## src/rtl/rvvi_packetizer.sv

```systemverilog
`default_nettype none
// ============================================================================
//  Module      : rvvi_packetizer
//  Description : Two-entry record store that serialises compressed RVVI
//                records onto a WORD_W-bit valid/ready stream. Unused CSR
//                slots are stripped, the final beat is zero-padded, and a
//                registered stall is raised while both entries are occupied.
//                Optional macro RVVI_PKT_HDR_EN prepends a
//                {SeqNum[15:0], TotalBeats[15:0]} header to every record.
//                WORD_W must be 16 or 32.
//  Revision    : 1.0 - initial release
// ============================================================================
module rvvi_packetizer #(
    parameter int XLEN     = 64,
    parameter int MAX_CSRS = 5,
    parameter int WORD_W   = 32
) (
    input  logic                                        clk,
    input  logic                                        reset,
    input  logic                                        valid,
    input  logic [72+5*XLEN+MAX_CSRS*(XLEN+16)-1:0]     rvvi,
    output logic                                        RVVIStall,
    output logic [WORD_W-1:0]                           TData,
    output logic                                        TValid,
    input  logic                                        TReady,
    output logic                                        TLast,
    output logic [31:0]                                 DropCount
);

    // Record geometry: fixed base, then MAX_CSRS slots of (XLEN+16) bits.
    localparam int c_base_w    = 72 + 5*XLEN;
    localparam int c_slot_w    = XLEN + 16;
    localparam int c_rec_w     = c_base_w + MAX_CSRS*c_slot_w;
    localparam int c_max_beats = (c_rec_w + WORD_W - 1) / WORD_W;
    localparam int c_pad_w     = c_max_beats * WORD_W;
    localparam int c_cnt_lsb   = XLEN + 168;

    // Stream FSM encoding.
    localparam logic [1:0] c_st_idle = 2'd0;
    localparam logic [1:0] c_st_data = 2'd1;
`ifdef RVVI_PKT_HDR_EN
    localparam logic [1:0] c_st_hdr   = 2'd2;
    localparam int         c_hdr_beats = 32 / WORD_W;
    localparam logic [1:0] c_st_first = c_st_hdr;
`else
    localparam logic [1:0] c_st_first = c_st_data;
`endif

    // ------------------------------------------------------------------
    // Record store and control state
    // ------------------------------------------------------------------
    logic [c_pad_w-1:0] r_rec   [0:1];
    logic [15:0]        r_beats [0:1];
    logic               r_wr_ptr;
    logic               r_rd_ptr;
    logic [1:0]         r_occ;
    logic [1:0]         r_state;
    logic [15:0]        r_k;
    logic [31:0]        r_drop;

`ifdef RVVI_PKT_HDR_EN
    logic [15:0]        r_seq;
    logic               r_hdr_idx;
    logic [31:0]        w_hdr_word;
    logic               w_hdr_last;
`endif

    // Capture-side signals
    logic [11:0]        w_csr_raw;
    logic [31:0]        w_csr_cnt;
    logic [31:0]        w_bits;
    logic [15:0]        w_beats;
    logic [c_pad_w-1:0] w_masked;

    // Handshake / occupancy signals
    logic               w_accept;
    logic               w_last_beat;
    logic               w_pop;
    logic               w_push;
    logic               w_drop;
    logic [1:0]         w_occ_next;
    logic [15:0]        w_cur_beats;
    logic [c_pad_w-1:0] w_cur_rec;

    // Clamp the CSR count and derive the record length in beats.
    always_comb begin
        w_csr_raw = rvvi[c_cnt_lsb +: 12];
        if (w_csr_raw > 12'(MAX_CSRS)) begin
            w_csr_cnt = 32'(MAX_CSRS);
        end else begin
            w_csr_cnt = {20'd0, w_csr_raw};
        end
        w_bits  = 32'(c_base_w) + w_csr_cnt * 32'(c_slot_w);
        w_beats = 16'((w_bits + 32'(WORD_W - 1)) / 32'(WORD_W));
    end

    // Zero every CSR slot beyond the clamped count; slot boundaries coincide
    // with the record length, so this also zero-pads the final beat.
    always_comb begin
        w_masked = '0;
        w_masked[c_base_w-1:0] = rvvi[c_base_w-1:0];
        for (int i = 0; i < MAX_CSRS; i++) begin
            if (32'(i) < w_csr_cnt) begin
                w_masked[c_base_w + i*c_slot_w +: c_slot_w] =
                    rvvi[c_base_w + i*c_slot_w +: c_slot_w];
            end
        end
    end

    // Handshake decode: pop on the accepted last beat, push when a slot is
    // free (or is being freed this edge), otherwise the record is dropped.
    always_comb begin
        w_cur_beats = r_beats[r_rd_ptr];
        w_cur_rec   = r_rec[r_rd_ptr];
        w_accept    = (r_state != c_st_idle) && TReady;
        w_last_beat = (r_state == c_st_data) && (r_k == (w_cur_beats - 16'd1));
        w_pop       = w_accept && w_last_beat;
        w_push      = valid && ((r_occ != 2'd2) || w_pop);
        w_drop      = valid && (r_occ == 2'd2) && !w_pop;
        w_occ_next  = r_occ;
        if (w_push && !w_pop) begin
            w_occ_next = r_occ + 2'd1;
        end else if (!w_push && w_pop) begin
            w_occ_next = r_occ - 2'd1;
        end
    end

`ifdef RVVI_PKT_HDR_EN
    // Header word and last-header-beat decode.
    always_comb begin
        w_hdr_word = {r_seq, w_cur_beats + 16'(c_hdr_beats)};
        w_hdr_last = (r_hdr_idx == 1'(c_hdr_beats - 1));
    end
`endif

    // Record payload store; contents are qualified by occupancy, so no reset.
    always_ff @(posedge clk) begin
        if (w_push) begin
            r_rec[r_wr_ptr]   <= w_masked;
            r_beats[r_wr_ptr] <= w_beats;
        end
    end

    // Pointers, occupancy, drop counter and stream FSM.
    always_ff @(posedge clk) begin
        if (reset) begin
            r_state  <= c_st_idle;
            r_k      <= '0;
            r_occ    <= '0;
            r_wr_ptr <= 1'b0;
            r_rd_ptr <= 1'b0;
            r_drop   <= '0;
        end else begin
            r_occ <= w_occ_next;
            if (w_push) begin
                r_wr_ptr <= ~r_wr_ptr;
            end
            if (w_pop) begin
                r_rd_ptr <= ~r_rd_ptr;
            end
            if (w_drop && (r_drop != 32'hFFFF_FFFF)) begin
                r_drop <= r_drop + 32'd1;
            end

            case (r_state)
                c_st_idle: begin
                    // Starting on the capture edge gives TValid one cycle
                    // after capture.
                    if (w_occ_next != 2'd0) begin
                        r_state <= c_st_first;
                        r_k     <= '0;
                    end
                end
`ifdef RVVI_PKT_HDR_EN
                c_st_hdr: begin
                    if (w_accept && w_hdr_last) begin
                        r_state <= c_st_data;
                        r_k     <= '0;
                    end
                end
`endif
                c_st_data: begin
                    if (w_accept) begin
                        if (w_last_beat) begin
                            // Chain straight into the next stored record.
                            r_k     <= '0;
                            r_state <= (w_occ_next != 2'd0) ? c_st_first : c_st_idle;
                        end else begin
                            r_k <= r_k + 16'd1;
                        end
                    end
                end
                default: begin
                    r_state <= c_st_idle;
                end
            endcase
        end
    end

`ifdef RVVI_PKT_HDR_EN
    // Header beat index and per-record sequence number.
    always_ff @(posedge clk) begin
        if (reset) begin
            r_seq     <= '0;
            r_hdr_idx <= 1'b0;
        end else begin
            if (r_state == c_st_hdr && w_accept) begin
                r_hdr_idx <= w_hdr_last ? 1'b0 : (r_hdr_idx + 1'b1);
            end
            if (w_pop) begin
                r_seq <= r_seq + 16'd1;
            end
        end
    end
`endif

    // Stream outputs decode from registered state only, so they hold while
    // the consumer back-pressures.
    always_comb begin
        TValid    = (r_state != c_st_idle);
        TLast     = w_last_beat;
        RVVIStall = (r_occ == 2'd2);
        DropCount = r_drop;
        TData     = '0;
        if (r_state == c_st_data) begin
            TData = w_cur_rec[32'(r_k) * WORD_W +: WORD_W];
        end
`ifdef RVVI_PKT_HDR_EN
        if (r_state == c_st_hdr) begin
            TData = w_hdr_word[32'(r_hdr_idx) * WORD_W +: WORD_W];
        end
`endif
    end

endmodule
`default_nettype wire
```

## config.mk

```make
export PLATFORM = sky130hd
export DESIGN_NAME = rvvi_packetizer
export DESIGN_NICKNAME = d
export VERILOG_FILES = /design/src/rtl/rvvi_packetizer.sv
export SDC_FILE = /design/constraint.sdc
export NUM_CORES = 2
export LEC_CHECK = 0
export BUFFER_PORTS_ARGS = -buffer_cell sky130_fd_sc_hd__buf_2
export CORE_MARGIN = 8
export CORE_UTILIZATION = 40
export DETAILED_ROUTE_END_ITERATION = 7
export PLACE_DENSITY = 0.63
export SLEW_MARGIN = 20
export SYNTH_ARGS = -nofsm -noshare
export SYNTH_HDL_FRONTEND = slang
export SYNTH_SLANG_ARGS = --single-unit
```

## constraint.sdc

```tcl
create_clock -name clk -period 89.6 [get_ports clk]
set_input_delay 26.88 -clock clk [delete_from_list [all_inputs] [get_ports clk]]
set_output_delay 26.88 -clock clk [all_outputs]
set_load 0.05 [all_outputs]
```

* Word-level counts from Yosys, hierarchy flattened *
Memory sizes are Yosys's and may differ from the RTL's. A register that Yosys moved wholly into a read port is not among the register bits.
Index checks and enable logic that the tools add are counted.

storage, ports and cells
  bits of input ports = 796
  memory bits (writable) = 1616
  word-level logic and storage cells = 75
  memories kept = 2
  output and inout port bits = 67
  memory bits (read-only) = 0
  flip-flop bits (word level) = 54
  bits in latches = 0

memory list
  memory   depth  width  rd ports  clocked after Yosys merged registers in  wr ports  RTL line  text
  r_rec    2      792    1         1                                        1         52        logic [c_pad_w-1:0] r_rec [0:1];
  r_beats  2      16     1         1                                        1         53        logic [15:0] r_beats [0:1];

operators by class
  add/subtract/negate cells = 7
  eq/ne operators = 8
  reductions and logical operators = 18
  divide/modulo/power cells = 0
  mux-type cells = 24
  bitwise gates (word level) = 2
  $mul = 1
  shift operators = 1
  order comparisons = 6

operators by type and width
  operator               number
  $shiftx 800x22->32     1
  $mux 80                5
  $lt 1x32->1 const A    2
  $lt 2x32->1 const A    2
  $mux 16                3
  $add 32x1->32 const B  1
  $lt 3x32->1 const A    1
  $mux 32                1
  $ne 32x32->1 const B   1
  $pmux 16 s2            1
  $add 21x5->21 const B  1
  $add 9x21->21 const A  1
  $add 16x1->16 const B  1
  $eq 16x16->1           1
  $sub 16x1->16 const B  1
  $mul 12x3->15 const B  1
  $gt 12x3->1 const B    1
  $mux 12                1
  $mux 2                 5
  $logic_and 1x1->1      9
  $ne 2x2->1 const B     4
  $mux 1                 7
  $reduce_and 3->1       2
  $reduce_bool 2->1      3
  other kinds (9)        11

* Logic depth before layout (Yosys ltp) *
  word-level depth = 15
  gate-level depth with buffers = 22
  depth with buffers taken out = 17

* Worst setup path before layout *
No wires, ideal clock.

  kind = input to register
  start = input TReady
  end = memory r_beats[1][0], enable pin
  required time = 86.462 ns
  stages on the path = 4
  slack = 0.927 ns
  library setup time = 3.138 ns
  data arrival time = 85.535 ns
  path buffers = 1
  cells stage by stage = and2_1 > buf_1 > a41oi_4 > nor3b_1

on the way
  cells in the longest elaborated chain, start to end = 6

ends and longest elaborated chain
  element                       RTL line  text
  start, declared               25        input logic TReady,
  $logic_and 1x1->1             115       w_accept = (r_state != c_st_idle) && TReady;
  $logic_and 1x1->1             117       w_pop = w_accept && w_last_beat;
  $logic_or 1x1->1              118       w_push = valid && ((r_occ != 2'd2) || w_pop);
  $logic_and 1x1->1             118
  $mux 1                        138       if (w_push) begin
  $mux 1 (not written as such)  140       r_beats[r_wr_ptr] <= w_beats;
  end, declared                 53

Every way passes these cells.

==> reports/summary.txt <==
Switching power - 0.000409 W
Final Max Tran Viols - 0
Total number of yosys warnings - 0
Total die area - 184000 sq um
Flop pwr share - 52.1%
Max Cap Viol - 0
Row Count - 151
Max FO, Critical Path - 110
Post-Place Setup Slack - 56.90 ns
Clock power share - 39.5%
Worst Tran Pin Value - 1.20 ns
First-pass GRT wire length - 285000 um
IO Count - 863
Status - completed
Post-Layout Cell Count - 6908
Max incr delay on CP - 0.86 ns
Commonest cells after routing, fill and taps aside - edfxtp_1, buf_2, mux4_2
Final Util - 47.7%
Die W - 429 um
CP most frequent cell - buf_12
LEAKAGE - 26.8 nW
Crit path kind - reg2out
Area Overhead vs Synth - 18.7%
DRC - 0
Initial DRC count - 4076
Maximum root-to-sink buffer count - 3
Internal Pwr Total - 0.00137 W
Core area - 169000 sq um
Syn Inst Count - 3546
Predominant post-synthesis flop cell - edfxtp_1
Vias in the first global route - 39000
RSZ-0062 raised after global routing - no
Routed WL - 204000 um
Synth cell types - 77
Drt via density - 5.54
Commonest non-fill, non-tap cell in the layout - edfxtp_1
Final cycle utilization of the critical path - 37.0%
#FFs+latches synth - 1668
Sw frac - 22.9%
Ys async rst share - 0%
H-Tree Depth - 4
DR WL/cell - 29.6 um
Setup ws final - 56.45 ns
Syn Std Cell Area - 68100 sq um
Largest net degree at the start of global routing - 180
DRT Pass-1 Iters - 5
Final Setup Violations - 0
Clock slew at reported path FFs - 0.06 ns
Critical Path RT - 62.72 ns
Fill cells - 14300
Critical path, cell by cell - buf_4 -> buf_12 -> buf_12 -> mux4_2 -> mux2_2 -> a221oi_1 -> a211oi_1 -> o21a_1 -> buf_2
CP top delay family - buffers and inverters
CTS buffer count - 174
WHS - 0.485 ns
# Post-CTS Setup Buffers - 0
Fin. Hold Viols - 0
Dpl cells - 6489
Clock Latency Late Sink - 0.84 ns
Worst Path Buf+Inv - 4
Gr ovfl total - 0
Hold buffers post-CTS - 0
Routed Antenna Nets - 0
Part of the Yosys area used for sequential elements - 72.8%
P per Cell Area - 22.1 nW/um^2
Antenna violations before repair - 187
Slew HR - 19.3%
Post-detail-place hpwl - 140000 um
Port buffer count - 862
CP max stage cell - dfxtp_4
Max Clock Skew - 0.0560 ns
Synthesized area per cell - 19.2 sq um
Clk root buf - clkbuf_16
Logic pwr share - 8.4%
Share of layout cells above drive strength 1 - 34.8%
All-Layer GR Usage - 21.4%
Gpl congestion - 0.833
Initial core utilization - 40.2%
HP Class - reg2reg
Crit path capture type - primary output
Vias - 38200
Crit start category - flop
VDD IR-drop max - 0.0185 mV
Final Net Count - 5270
Setup TNS - 0 ns
Fmax - 30.2 MHz
CTS tree - built
Post-synth EDFFs - 1614
Crit path DAT - 6.27 ns
Die H - 429 um
Crit path time final - 33.15 ns
CTS Sinks - 1668
Post-CTS sizing - 0
worst paths after layout:
| kind | end | slack, ns | cells past startpoint | start |
|---|---|---|---|---|
| worst min register to register | r_wr_ptr | 0.49 | 2 | r_wr_ptr |
| worst max-delay path | TData[22] | 56.45 | 9 | flop |
| worst min-delay path | r_wr_ptr | 0.49 | 2 | r_wr_ptr |
| worst max register to register | r_rec[0][630] | 80.37 | 14 | flop |
synthesized netlist by cell type, types with 21 or more instances:
cell,number,area [sq um]
dfxtp_1,54,1080
o211ai_1,21,158
inv_1,42,158
o21a_1,26,195
mux4_2,370,8330
edfxtp_1,1614,48500
a221oi_1,34,298
xor2_1,24,210
clkbuf_1,145,544
ha_1,25,313
a211oi_1,38,285
nor2_1,27,101
mux2i_1,160,1600
o22ai_1,64,400
nand2_1,34,128
buf_1,27,101
xnor2_1,33,289
mux2_2,37,417
a21oi_1,42,210
nor2b_1,85,532
buf_2,34,170
or3_1,25,156
nand2b_1,21,131
and2_1,336,2100
routing by layer:
metal | GRT usage [%] | up-vias | share of wire (%)
met1 | 26.5 | 19800 | 38
met2 | 36.3 | 1565 | 51
met5 | 0 | - | 0.055
met3 | 4.71 | 509 | 6.4
li1 | - | 16300 | -
met4 | 9.12 | 18 | 4.4
state kept, by name, summed over array words and instances, names as in the netlist, named ones only:
name and count:
r_rec 1584, DropCount 32, r_beats 30, r_k 16
r_occ 2, r_rd_ptr 1, r_state 1, r_wr_ptr 1
layout make-up:
cell class	instances	area (sq um)	share of cell area (%)
timing repair buffer	918	4850	6.00
antenna	96	240	0.297
inverter	42	166	0.206
sequential	1668	49600	61.3
clock inverter	97	967	1.20
tap	2218	2780	3.43
multi-input combinational	1644	17700	21.9
clock buffer	225	4590	5.68
power by group through the flow:
stage | logic [W] | clock network, W | registers (W)
floorplan | 0.0000876 | 0 | 0.00101
detailed placement | 0.000150 | 0 | 0.000946
CTS | 0.000151 | 0.000718 | 0.000929
finish | 0.000150 | 0.000704 | 0.000929
global placement | 0.000149 | 0 | 0.000943
global route | 0.000160 | 0.000746 | 0.000933
kinds of logic after synthesis:
logic type,after synthesis,share of synthesized area [%]
multiplexers,567,15.2
buffers and inverters,252,1.48
adder cells (fa/ha/maj),26,0.489
other,1,0.00551
AO/OA/AOI/OAI,320,3.38
XOR/XNOR,57,0.733
flip-flops,1668,72.8
AND/OR/NAND/NOR,655,5.95
per-stage QoR:
stage	cell area (sq um)	total power [W]
4_1_cts	80600	0.00180
5_1_grt	80700	0.00184
2_1_floorplan	68200	0.00110
3_3_place_gp	75000	0.00109
6_report	80800	0.00178
3_5_place_dp	75000	0.00110
worst reg2reg max path: cells and delay by family, from the launching register on:
kind	cells	cell delay, ns
AOI/OAI and AO/OA	2	1.05
adders and majority gates	1	0.27
buffers and inverters	6	4.79
DFF	1	0.86
muxes	1	0.37
and+or+nand+nor	4	1.50
Power figures use the tool's default switching activity.
